[config.mk]
export PLATFORM = sky130hd
export DESIGN_NAME = conv_egress_flat
export DESIGN_NICKNAME = d
export VERILOG_FILES = /design/src/rtl/conv_egress_if.sv /design/src/rtl/conv_egress.sv /design/src/flat_wrapper.sv
export SDC_FILE = /design/constraint.sdc
export NUM_CORES = 1
export LEC_CHECK = 0
export CAP_MARGIN = 0
export CORE_ASPECT_RATIO = 1.4
export CORE_MARGIN = 1.5
export CORE_UTILIZATION = 30
export DETAILED_ROUTE_END_ITERATION = 6
export GPL_ROUTABILITY_DRIVEN = 0
export SYNTH_ARGS = -nofsm -noshare
export SYNTH_HDL_FRONTEND = slang
export SYNTH_SLANG_ARGS = --single-unit
[constraint.sdc]
create_clock -name clk -period 5.8 [get_ports clk]
set_input_delay 0.58 -clock clk [delete_from_list [all_inputs] [get_ports clk]]
set_output_delay 0.58 -clock clk [all_outputs]
set_load 0.02 [all_outputs]
[src/rtl/conv_egress_if.sv]
// conv_pkg: pixel and kernel-position tag types shared by the engine and its egress.
// conv_egress_if: the core-result bus plus the downstream AXI4-Stream bus.
// Modports: master = egress view (drives core_rdy_o and m_t*), slave = environment view.
package conv_pkg;
  localparam int PIXEL_W = 8;

  typedef logic [PIXEL_W-1:0] pixel_t;

  // Border flags of the kernel window centre relative to the frame.
  // n2: top row, s2: bottom row, w2: left column, e2: right column.
  typedef struct packed {
    logic n2;
    logic s2;
    logic w2;
    logic e2;
  } kernel_pos_t;
endpackage

interface conv_egress_if;
  import conv_pkg::*;

  logic        core_vld_i;
  pixel_t      core_dat_i;
  kernel_pos_t core_pos_i;
  logic        core_rdy_o;
  logic        m_tvalid_o;
  pixel_t      m_tdata_o;
  logic        m_tuser_o;
  logic        m_tlast_o;
  logic        m_tready_i;

  modport master (
    input  core_vld_i, core_dat_i, core_pos_i, m_tready_i,
    output core_rdy_o, m_tvalid_o, m_tdata_o, m_tuser_o, m_tlast_o
  );

  modport slave (
    output core_vld_i, core_dat_i, core_pos_i, m_tready_i,
    input  core_rdy_o, m_tvalid_o, m_tdata_o, m_tuser_o, m_tlast_o
  );
endinterface

[src/rtl/conv_egress.sv]
// conv_egress: AXI4-Stream transmitter for convolution results. Tags each pixel with
// SOF/EOL, buffers it in a first-word-fall-through FIFO, drives the AXIS master, raises
// early back-pressure (core_rdy_o) and checks per-frame line-length consistency.
// Ports: clk/arst (async, active high); bus (conv_egress_if.master: core_* in, m_t* out);
// err_o sticky {ovf, len, sof}; frame_cnt_o/line_cnt_o live only with CONV_EGRESS_STATS_EN.
// Latency: one cycle from push to m_tvalid_o on an empty FIFO.
module conv_egress
  import conv_pkg::*;
#(
  parameter int DEPTH = 8,   // power of two, >= SKID+2
  parameter int SKID  = 4,   // beats the engine may still emit after core_rdy_o drops
  parameter int COL_W = 12
) (
  input  logic          clk,
  input  logic          arst,
  conv_egress_if.master bus,
  output logic [2:0]    err_o,
  output logic [15:0]   frame_cnt_o,
  output logic [15:0]   line_cnt_o
);

  localparam int AW = $clog2(DEPTH);
  localparam int CW = AW + 1;
  localparam logic [CW-1:0]    DEPTH_L = CW'(DEPTH);
  localparam logic [CW-1:0]    SKID_L  = CW'(SKID);
  localparam logic [COL_W-1:0] COL_MAX = '1;

  typedef struct packed {
    logic   sof;
    logic   eol;
    pixel_t dat;
  } entry_t;

  typedef enum logic [1:0] {S_IDLE, S_LEARN, S_CHECK} state_t;

  // ---------------- FIFO ----------------
  entry_t        mem_q [DEPTH];
  logic [AW-1:0] wr_ptr_q, wr_ptr_d;
  logic [AW-1:0] rd_ptr_q, rd_ptr_d;
  logic [CW-1:0] cnt_q, cnt_d;

  entry_t head;
  entry_t wr_ent;
  logic   empty, full, pop, push_ok, ovf;

  // The s2 flag carries no meaning at the egress.
  logic unused_pos_s2;
  assign unused_pos_s2 = bus.core_pos_i.s2;

  assign wr_ent.sof = bus.core_pos_i.n2 & bus.core_pos_i.w2;
  assign wr_ent.eol = bus.core_pos_i.e2;
  assign wr_ent.dat = bus.core_dat_i;

  assign empty   = (cnt_q == '0);
  assign full    = (cnt_q == DEPTH_L);
  assign pop     = ~empty & bus.m_tready_i;
  // A full FIFO still takes a beat when the head leaves in the same cycle.
  assign push_ok = bus.core_vld_i & (~full | pop);
  assign ovf     = bus.core_vld_i & full & ~pop;

  assign head = mem_q[rd_ptr_q];

  always_comb begin
    wr_ptr_d = wr_ptr_q;
    rd_ptr_d = rd_ptr_q;
    cnt_d    = cnt_q;
    if (push_ok) wr_ptr_d = wr_ptr_q + AW'(1);
    if (pop)     rd_ptr_d = rd_ptr_q + AW'(1);
    if (push_ok && !pop)      cnt_d = cnt_q + CW'(1);
    else if (!push_ok && pop) cnt_d = cnt_q - CW'(1);
  end

  // Storage needs no reset: pointers and count define what is valid.
  always_ff @(posedge clk) begin
    if (push_ok) mem_q[wr_ptr_q] <= wr_ent;
  end

  always_ff @(posedge clk or posedge arst) begin
    if (arst) begin
      wr_ptr_q <= '0;
      rd_ptr_q <= '0;
      cnt_q    <= '0;
    end else begin
      wr_ptr_q <= wr_ptr_d;
      rd_ptr_q <= rd_ptr_d;
      cnt_q    <= cnt_d;
    end
  end

  assign bus.m_tvalid_o = ~empty;
  assign bus.m_tdata_o  = head.dat;
  assign bus.m_tuser_o  = head.sof;
  assign bus.m_tlast_o  = head.eol;

  // Early back-pressure from the registered count leaves SKID entries for the
  // beats already in the engine pipeline when it sees core_rdy_o fall.
  assign bus.core_rdy_o = (DEPTH_L - cnt_q) > SKID_L;

  // ---------------- line checker ----------------
  state_t           state_q, state_d;
  logic [COL_W-1:0] col_q, col_d;
  logic [COL_W:0]   width_q, width_d;   // one bit wider: holds col+1 at saturation
  logic [2:0]       err_q, err_d;
  logic [COL_W-1:0] col_inc;
  logic [COL_W:0]   col_p1;
  logic             col_sat;

  assign col_sat = (col_q == COL_MAX);
  assign col_inc = col_sat ? col_q : col_q + COL_W'(1);
  assign col_p1  = {1'b0, col_q} + (COL_W+1)'(1);

  always_comb begin
    state_d = state_q;
    col_d   = col_q;
    width_d = width_q;
    err_d   = err_q;
    if (ovf) err_d[2] = 1'b1;
    if (pop) begin
      if (head.sof) begin
        // A new frame always relearns the width; the sof beat is column 0.
        state_d = S_LEARN;
        col_d   = head.eol ? '0 : COL_W'(1);
      end else begin
        case (state_q)
          S_IDLE: err_d[0] = 1'b1;
          S_LEARN: begin
            if (head.eol) begin
              width_d = col_p1;
              col_d   = '0;
              state_d = S_CHECK;
              if (col_sat) err_d[1] = 1'b1;
            end else begin
              col_d = col_inc;
            end
          end
          S_CHECK: begin
            if (head.eol) begin
              if (col_p1 != width_q || col_sat) err_d[1] = 1'b1;
              col_d = '0;
            end else begin
              col_d = col_inc;
            end
          end
          default: state_d = S_IDLE;
        endcase
      end
    end
  end

  always_ff @(posedge clk or posedge arst) begin
    if (arst) begin
      state_q <= S_IDLE;
      col_q   <= '0;
      width_q <= '0;
      err_q   <= '0;
    end else begin
      state_q <= state_d;
      col_q   <= col_d;
      width_q <= width_d;
      err_q   <= err_d;
    end
  end

  assign err_o = err_q;

  // ---------------- optional statistics ----------------
`ifdef CONV_EGRESS_STATS_EN
  logic [15:0] frame_cnt_q, frame_cnt_d;
  logic [15:0] line_cnt_q, line_cnt_d;

  always_comb begin
    frame_cnt_d = frame_cnt_q;
    line_cnt_d  = line_cnt_q;
    if (pop && head.sof) frame_cnt_d = frame_cnt_q + 16'd1;
    if (pop && head.eol) line_cnt_d  = line_cnt_q + 16'd1;
  end

  always_ff @(posedge clk or posedge arst) begin
    if (arst) begin
      frame_cnt_q <= '0;
      line_cnt_q  <= '0;
    end else begin
      frame_cnt_q <= frame_cnt_d;
      line_cnt_q  <= line_cnt_d;
    end
  end

  assign frame_cnt_o = frame_cnt_q;
  assign line_cnt_o  = line_cnt_q;
`else
  assign frame_cnt_o = '0;
  assign line_cnt_o  = '0;
`endif

endmodule
[src/flat_wrapper.sv]
// flat-port wrapper written by rule: the top's interface ports become plain ports
module conv_egress_flat import conv_pkg::*;
#(
  parameter int DEPTH = 8,                             
  parameter int SKID  = 4,                                                            
  parameter int COL_W = 12
)
  (clk, arst, err_o, frame_cnt_o, line_cnt_o, bus_core_vld_i, bus_core_dat_i, bus_core_pos_i, bus_m_tready_i, bus_core_rdy_o, bus_m_tvalid_o, bus_m_tdata_o, bus_m_tuser_o, bus_m_tlast_o);
  conv_egress_if bus_i ();
  input  logic clk;
  input  logic arst;
  output logic [2:0] err_o;
  output logic [15:0] frame_cnt_o;
  output logic [15:0] line_cnt_o;
  input wire logic [$bits(bus_i.core_vld_i)-1:0] bus_core_vld_i;
  input wire logic [$bits(bus_i.core_dat_i)-1:0] bus_core_dat_i;
  input wire logic [$bits(bus_i.core_pos_i)-1:0] bus_core_pos_i;
  input wire logic [$bits(bus_i.m_tready_i)-1:0] bus_m_tready_i;
  output wire logic [$bits(bus_i.core_rdy_o)-1:0] bus_core_rdy_o;
  output wire logic [$bits(bus_i.m_tvalid_o)-1:0] bus_m_tvalid_o;
  output wire logic [$bits(bus_i.m_tdata_o)-1:0] bus_m_tdata_o;
  output wire logic [$bits(bus_i.m_tuser_o)-1:0] bus_m_tuser_o;
  output wire logic [$bits(bus_i.m_tlast_o)-1:0] bus_m_tlast_o;
  assign bus_i.core_vld_i = bus_core_vld_i;
  assign bus_i.core_dat_i = bus_core_dat_i;
  assign bus_i.core_pos_i = bus_core_pos_i;
  assign bus_i.m_tready_i = bus_m_tready_i;
  assign bus_core_rdy_o = bus_i.core_rdy_o;
  assign bus_m_tvalid_o = bus_i.m_tvalid_o;
  assign bus_m_tdata_o = bus_i.m_tdata_o;
  assign bus_m_tuser_o = bus_i.m_tuser_o;
  assign bus_m_tlast_o = bus_i.m_tlast_o;
  conv_egress #(.DEPTH(DEPTH), .SKID(SKID), .COL_W(COL_W)) u_core (.clk(clk), .arst(arst), .bus(bus_i), .err_o(err_o), .frame_cnt_o(frame_cnt_o), .line_cnt_o(line_cnt_o));
endmodule
==> Word-level counts from Yosys, hierarchy flattened <==
Memories as Yosys holds them, arrays and structs flattened.
Cells that the tools add are included.
{ "op_classes": {"addsub": 7, "magnitude_cmp": 1, "eq_ne": 12, "n_mux": 17, "bitwise_logic": 10, "n_reduce_logical": 17} }
{ "op_table": {"columns": ["cell", "n"], "rows": [
  ["$mux 12", 4],
  ["$add 12x1->13 const B", 1],
  ["$ne 13x13->1", 1],
  ["$add 12x1->12 const B", 1],
  ["$eq 12x12->1 const B", 1],
  ["$ne 2x1->1 const B", 5],
  ["$reduce_and 3->1", 3],
  ["$mux 4", 2],
  ["$mux 1", 7],
  ["$reduce_and 7->1", 1],
  ["$add 3x1->3 const B", 2],
  ["$ne 3x1->1 const B", 2],
  ["$reduce_bool 2->1", 3],
  ["$and 1x1->1", 5],
  ["$add 4x1->4 const B", 1],
  ["$eq 4x4->1 const B", 1],
  ["$gt 4x3->1 const B", 1],
  ["$logic_not 4->1", 1],
  ["$mux 2", 2],
  ["$not 1->1", 4],
  ["$pmux 2 s2", 1],
  ["$reduce_and 4->1", 1],
  ["$reduce_or 2->1", 2],
  ["$sub 4x1->4 const B", 1],
  ["9 further kinds", 11]
]} }
{ "totals": {"ff_bits": 40, "mem_bits_rw": 80, "inputBits": 16, "out_inout_bits": 47, "word_cells": 74, "memories": 1} }
{ "mem_list": {"columns": ["memory", "depth", "word_bits", "read_ports", "rd_clocked_by_memory_dff", "write_ports", "line", "source"], "rows": [
  ["u_core.mem_q", 8, 10, 1, 0, 1, "conv_egress.sv:37", "entry_t mem_q [DEPTH];"]
]} }

==> Depth between registers and ports, before layout <==
Gate-level depths: netlist of run 1.
{ "depth": {"depth_word": 9, "ltp_mapped": 13, "mapped_depth_nobuf": 13} }

==> Worst setup path after synthesis of run 1 <==
Ideal clock, no wire load.
{ "synth_timing": {"kind": "register to register", "from": "register u_core.cnt_q[0]", "to": "register u_core.cnt_q[3]", "setup_time_ps": 125, "arrival_ps": 2418, "t_required_ps": 5675, "path_slack_ps": 3257, "path_stages_with_launch": 14, "path_buffers": 1, "period_less_slack_ps": 2543, "path_cell_list": "dfrtp_1 > nor2_1 > nand2_1 > and2_1 > clkbuf_1 > clkinv_1 > ha_1 > inv_1 > ha_1 > a21o_1 > a21oi_1 > xnor2_1 > nor2_1 > xor2_1"} }
{ "synth_via": {"elab_chain_len": 8, "elab_cells_between_ends": 16, "cone_classes": "add/sub (2); eq/ne (1); mux (2); bitwise (5); reduce/logical (6)"} }
{ "synth_rtl": {"columns": ["element", "line", "source"], "rows": [
  ["start, declared", "conv_egress.sv:40", "logic [CW-1:0] cnt_q, cnt_d;"],
  ["start signal, assigned", "conv_egress.sv:86", "cnt_q <= cnt_d;"],
  ["$logic_not 4->1 (*)", "conv_egress.sv:54", "assign empty = (cnt_q == '0);"],
  ["$not 1->1 (*)", null, null],
  ["named net bus_m_tvalid_o", "flat_wrapper.sv:20", "output wire logic [$bits(bus_i.m_tvalid_o)-1:0] bus_m_tvalid_o;"],
  ["$and 1x1->1 (*)", "conv_egress.sv:56", "assign pop = ~empty & bus.m_tready_i;"],
  ["$or 1x1->1", "conv_egress.sv:58", "assign push_ok = bus.core_vld_i & (~full | pop);"],
  ["$and 1x1->1", "conv_egress.sv:58", null],
  ["$logic_not 1->1", "conv_egress.sv:70", "else if (!push_ok && pop) cnt_d = cnt_q - CW'(1);"],
  ["$logic_and 1x1->1", "conv_egress.sv:70", null],
  ["$reduce_bool 2->1 (no source line)", null, null]
]} }
Mark *: on every way through the listed nets, which the timed path passes. The rest lies on a longest branch. The select of a mux whose other input is x is not followed.
A chain may end at the register's enable or synchronous reset.

==> Worst setup path after layout of run 1 <==
{ "layout_timing": {"from": "register u_core.rd_ptr_q[0]", "to": "output port bus_m_tdata_o[3]"} }
{ "layout_via": {"elab_chain_len": 1} }
{ "layout_rtl": {"columns": ["element", "line", "source"], "rows": [
  ["start, declared", "conv_egress.sv:39", "logic [AW-1:0] rd_ptr_q, rd_ptr_d;"],
  ["start signal, assigned", "conv_egress.sv:85", "rd_ptr_q <= rd_ptr_d;"],
  ["$mem_v2 8x10", null, null],
  ["end, declared", "flat_wrapper.sv:21", "output wire logic [$bits(bus_i.m_tdata_o)-1:0] bus_m_tdata_o;"]
]} }
No other way between the ends.

==> results.ini, run 1 <==
[setup_path]
cp_cell_sequence = buf_4, mux4_2, mux2_2, clkdlybuf4s50_1
critPathMaxStageDelay_ns = 0.57
critical_path.max_fanout = 16
cpMaxStageDelayCell = dfrtp_1
startpoint_type = flop
worstSetupPathType = reg2out
required_ns = 5.22
r2r-start = u_core.rd_ptr_q[2]$_DFFE_PP0P_
critPathLaunch = u_core.rd_ptr_q[0]$_DFFE_PP0P_
cp-end-kind = primary output
critical_path_arrival_ns = 2.79

[logic_synthesis]
syn_avg_cell_area_sq_um = 13.5
synthFlopType = edfxtp_1
synthArstFlopShare_pct = 33.3
ys_types = 60
yosysWarnings = 0
synth-edff-count = 80
synth_seq_cells = 120
syn_inst = 437
ys_seq_area_share_pct = 57.9
netlist_area_sq_um = 5880

[placement]
dpl.hpwl_mm = 7.76
placedCellCount = 697
port_buffers = 29

[grt]
track_usage_pct = 12.3
antenna_found_initial = 0
grt_pass1_vias = 3534
grt.overflow.total = 0
grt_max_degree = 41
grt_first_pass_wirelength_mm = 19.0

[detailed_routing]
viasPerCell = 4.82
avgRoutedWirePerCell_um = 16.2
finalWirelength_mm = 11.8
initialDrtViolationCount = 190
drtAntennaViolNets = 0
drcViolationCount = 0
first_pass_iters = 4
vias = 3517

[sta]
grt_setup_unrepaired = no
setup_viol = 0
slew_headroom_pct = 16.9
finClkSkew_ns = 0.00896
clock.fmax_mhz = 296
slew_violations = 0
timing_worst_slew_pin_value_ns = 1.25
fin_tns_setup_ns = 0
hold_violations = 0
fin_crit_ns = 3.37
period_share_pct = 58.2
whs_ns = 0.475

[run]
cap_violations = 0

[floorplan]
initial_core_util_pct = 30.6
pin_count = 63
fp.dieW_um = 121
core-area_sq_um = 19200
die_y_um = 169
dieArea_sq_um = 20500
num_rows = 60

[clocking]
cts_setup_buffers = 0
clock_sinks = 120
insertion_delay_ns = 0.42
cts_tree = yes
cts_buffer_depth = 2
cts_buffers = 17
ctsHoldBuffers = 0
path_clk_slew_ns = 0.06
root_buffer = clkbuf_16
cts-resized-gates = 0
htree_levels = 4

[power]
power.density_nw_per_um2 = 515
power.switching_mw = 1.21
p_int_mw = 2.34
p_seq_share_pct = 35.5
switching_share_pct = 34.0
clockPowerShare_pct = 29.4
comb_power_share_pct = 35.1
ir_drop_v = 0.000270
power.leakage_nw = 2.43

[finish]
drive_above_1_share_pct = 17.7
n_antenna_cell = 0
nets = 494
final_cells = 729
area_delta_synth_final_pct = 16.9
post-route-util_pct = 35.8

[hold_path]
hp-start = u_core.err_o[2]$_DFFE_PP0P_
hp-class = reg2reg

[status]
status = completed

-- synthesized netlist by cell type, types with 6 or more instances --
master | instances | area share (%)
a31oi_1 | 12 | 1.3
inv_1 | 12 | 0.77
xnor2_1 | 20 | 3.0
nor3_1 | 6 | 0.51
o21ai_0 | 15 | 1.3
buf_4 | 34 | 4.3
mux4_2 | 20 | 7.7
buf_2 | 8 | 0.68
dfrtp_1 | 40 | 17
ha_1 | 9 | 1.9
a21oi_2 | 8 | 1.2
a21oi_1 | 17 | 1.4
edfxtp_1 | 80 | 41
nand2_1 | 28 | 1.8
mux2_2 | 12 | 2.3
nand2b_1 | 10 | 1.1
nor2_1 | 25 | 1.6
clkbuf_1 | 9 | 0.57
-- logic make-up after synthesis --
kind of cell             count (synthesis)  share of synthesized area, %
AND/OR/NAND/NOR                        101                          8.79
other                                    1                        0.0638
buffers and inverters                   69                          7.25
XOR/XNOR                                26                          4.36
adder cells (fa/ha/maj)                 10                          2.25
flip-flops                             120                          57.9
AO/OA/AOI/OAI                           74                          8.28
multiplexers                            36                          11.1
-- worst max-delay path, delay by kind of cell, from the launching register on --
kind / cells / cell delay, ns
buf+inv: 2 / 0.95
flops: 1 / 0.57
mux: 2 / 0.84
-- layer usage --
metal,global-route usage [%],vias to the layer above,wire (um)
met5,0,-,0
met2,21.0,102,6050
met4,5.68,0,215
li1,-,1635,-
met3,3.13,15,524
met1,14.5,1765,4990
-- final cells by class --
| cell class | instances | area [sq um] |
|---|---|---|
| Inverter | 13 | 48.8 |
| Multi-Input combinational cell | 279 | 2170 |
| Clock inverter | 15 | 170 |
| Tap cell | 248 | 310 |
| Clock buffer | 17 | 425 |
| Timing Repair Buffer | 37 | 350 |
| Sequential cell | 120 | 3400 |
| Fill cell | 1869 | 12300 |
-- cell usage in the layout, fill, tap and decap left out, types with 8 or more instances in the layout --
master | synthesis | routed
o21ai_0 | 15 | 15
edfxtp_1 | 80 | 80
a21oi_1 | 17 | 17
ha_1 | 9 | 9
a31oi_1 | 12 | 12
mux2_2 | 12 | 12
conb_1 | 1 | 32
mux4_2 | 20 | 20
clkbuf_16 | 0 | 17
xnor2_1 | 20 | 20
nand2_1 | 28 | 28
buf_4 | 34 | 8
dfrtp_1 | 40 | 40
nor2_1 | 25 | 25
nand2b_1 | 10 | 10
clkdlybuf4s50_1 | 0 | 29
inv_1 | 12 | 12
a21oi_2 | 8 | 8
-- final timing paths --
check                                                      end  cells after the start  slack (ns)
worst max-delay path                          bus_m_tdata_o[3]                      4        2.43
worst min-delay path               u_core.err_o[2]$_DFFE_PP0P_                      1        0.48
worst max register to register   u_core.width_q[1]$_DFFE_PP0P_                      5        2.55
worst min register to register     u_core.err_o[2]$_DFFE_PP0P_                      1        0.48
max in group asynchronous       u_core.rd_ptr_q[0]$_DFFE_PP0P_                      3        4.81
min in group asynchronous          u_core.err_o[1]$_DFFE_PP0P_                      3        0.62
-- flip-flops by register name, indices dropped and copies added, names as in the netlist --
signal,cells
u_core.wr_ptr_q,3
u_core.err_o,3
u_core.rd_ptr_q,3
u_core.mem_q,80
u_core.width_q,13
u_core.col_q,12
u_core.state_q,2
u_core.cnt_q,4
-- metrics by stage --
step | total power [mW] | worst slack [ns] | area, sq um
after floorplan | 2.16 | 3.26 | 6000
after global placement | 2.48 | 2.60 | 6280
after detailed placement | 2.53 | 2.53 | 6280
after CTS | 3.59 | 2.36 | 6880
after global routing | 3.75 | 2.28 | 6880
final | 3.54 | 2.43 | 6880
-- power by group through the flow --
| stage | clock network, mW | registers, mW | logic, mW |
|---|---|---|---|
| global route | 1.10 | 1.28 | 1.37 |
| floorplan | 0 | 1.22 | 0.940 |
| global placement | 0 | 1.26 | 1.22 |
| detailed placement | 0 | 1.27 | 1.26 |
| CTS | 1.06 | 1.26 | 1.27 |
| finish | 1.04 | 1.26 | 1.25 |
Note: power is estimated with default switching activity, not from simulation.
==> run 2: changes to the inputs <==
==> constraint.sdc (replaced) <==
create_clock -name clk -period 2.9 [get_ports clk]
set_input_delay 0.29 -clock clk [delete_from_list [all_inputs] [get_ports clk]]
set_output_delay 0.29 -clock clk [all_outputs]
set_load 0.02 [all_outputs]
==> results.ini, run 2 (same netlist as run 1, synthesis figures left out) <==
[detailed_routing]
drcViolationCount = 0  ; unchanged
avgRoutedWirePerCell_um = 15.3  ; -5.1%
viasPerCell = 4.74  ; -1.7%
drtAntennaViolNets = 0  ; unchanged
first_pass_iters = 7  ; +3
vias = 3534  ; +0.48%
highest_layer = met4
finalWirelength_mm = 11.4  ; -3.1%
wl_met2_mm = 5.91  ; -2.3%
initialDrtViolationCount = 198  ; +4.2%
wl_met1_mm = 4.80  ; -3.8%
met3_wirelength_um = 482  ; -8.0%

[floorplan]
dieArea_sq_um = 20500  ; unchanged
core-area_sq_um = 19200  ; unchanged
die_y_um = 169  ; unchanged
fp.dieW_um = 121  ; unchanged
num_rows = 60  ; unchanged
pin_count = 63  ; unchanged
initial_core_util_pct = 30.6  ; unchanged

[finish]
drive_above_1_share_pct = 20.9  ; +3.3 points
post-route-util_pct = 36.6  ; +0.83 points
reg_top3 = u_core.mem_q: 80 flops, u_core.width_q: 13 flops, u_core.col_q: 12 flops
final_common_cell = edfxtp_1
nets = 510  ; +3.2%
final_cells = 745  ; +2.2%
layout_common_cells = edfxtp_1, dfrtp_1, conb_1
final_cell_area_sq_um = 7040  ; +2.3%
n_antenna_cell = 0  ; unchanged
area_delta_synth_final_pct = 19.6
largest_reg_flops = 80  ; unchanged
regMostFlops = u_core.mem_q

[sta]
clock.fmax_mhz = 369
finalWorstSetupSlack_ns = 0.186  ; -2.24 ns
slew_headroom_pct = 29.8  ; +13 points
finClkSkew_ns = 0.0105  ; +0.00153 ns
setup_viol = 0  ; unchanged
period_share_pct = 93.6
fin_crit_ns = 2.71
grt_setup_unrepaired = no
hold_violations = 0  ; unchanged
timing_worst_slew_pin_value_ns = 1.05  ; -0.196 ns
whs_ns = 0.308  ; -0.167 ns
slew_violations = 0  ; unchanged
fin_tns_setup_ns = 0  ; unchanged

[placement]
dpl_cell_area_sq_um = 6410  ; +2.1%
dpl.hpwl_mm = 7.71  ; -0.64%
port_buffers = 29  ; unchanged
dp_slack_ns = 0.138  ; -2.39 ns
placedCellCount = 713  ; +2.3%

[grt]
track_usage_pct = 11.9  ; -0.38 points
grt_max_degree = 41  ; unchanged
grt_first_pass_wirelength_mm = 18.5  ; -2.5%
grt_pass1_vias = 3543  ; +0.25%
grt.overflow.total = 0  ; unchanged
antenna_found_initial = 0  ; unchanged

[setup_path]
cp_cell_sequence = mux4_2, mux2i_4, inv_1, clkdlybuf4s50_1
critPathLaunch = u_core.rd_ptr_q[1]$_DFFE_PP0P_
required_ns = 2.61  ; -2.61 ns
cp-end-kind = primary output
startpoint_type = flop
r2r_cells = 13  ; +8
worstSetupPathType = reg2out
r2r-start = u_core.cnt_q[0]$_DFFE_PP0P_
critical_path.max_fanout = 9  ; -7
critical_path_arrival_ns = 2.42  ; -0.37 ns
cpMaxStageDelayCell = clkdlybuf4s50_1
critPathMaxStageDelay_ns = 0.57  ; about the same

[clocking]
root_buffer = clkbuf_16
htree_levels = 4  ; unchanged
path_clk_slew_ns = 0.06  ; about the same
cts_tree = yes
cts_buffer_depth = 2  ; unchanged
clock_sinks = 120  ; unchanged
ctsHoldBuffers = 0  ; unchanged
cts_buffers = 17  ; unchanged
insertion_delay_ns = 0.41  ; about the same

[power]
ir_drop_v = 0.000629  ; +130%
power.density_nw_per_um2 = 1030  ; +99%
power.total_mw = 7.22  ; +100%
power.leakage_nw = 2.51  ; +3.6%

[run]
cap_violations = 0  ; unchanged

[status]
status = completed

[hold_path]
hp-class = in2async

-- run 2: changes by cell type in the layout (fill, tap and decap cells not counted), sizes merged --
| cell | before | now |
|---|---|---|
| bufinv | 2 | 3 |
| clkinv | 8 | 5 |
| clkinvlp | 2 | 4 |
| buf | 8 | 24 |
-- run 2: critical path, delay by kind of cell, from the launching register on --
kind,cells,cell delay (ns)
flops,1,0.49
buf+inv,2,0.69
mux,2,0.82
-- run 2: what timing repair did --
item,in CTS,in global routing
gates resized for setup,0,3
setup buffers,0,0
hold endpoints to repair,0,0
endpoints found under the setup margin,0,3
-- run 2: area by class of cell --
class | instances | area [sq um]
timing repair buffer | 53 | 483
fill | 1842 | 12200
multi-input combinational | 279 | 2170
tap | 248 | 310
clock buffer | 17 | 425
inverter | 13 | 48.8
sequential | 120 | 3410
clock inverter | 15 | 193
-- run 2: path summary, 6_finish.rpt --
path | slack [ns] | endpoint
min in group clk | 0.47 | u_core.err_o[2]$_DFFE_PP0P_
max reg2reg | 0.22 | u_core.cnt_q[3]$_DFFE_PP0P_
max in group asynchronous | 2.16 | u_core.rd_ptr_q[1]$_DFFE_PP0P_
min | 0.31 | u_core.width_q[4]$_DFFE_PP0P_
max | 0.19 | bus_m_tuser_o
min reg2reg | 0.48 | u_core.err_o[2]$_DFFE_PP0P_
-- run 2: per-layer routing --
layer | vias up | GRT usage [%]
li1 | 1660 | -
met1 | 1750 | 13.8
met2 | 105 | 20.6
met3 | 19 | 3.20
met4 | 0 | 5.42
met5 | - | 0
-- run 2: report_power, final --
group          total, mW  switching (mW)  internal [mW]
Clock               2.16           0.796           1.37
Sequential          2.49           0.285           2.20
Combinational       2.57            1.31           1.26
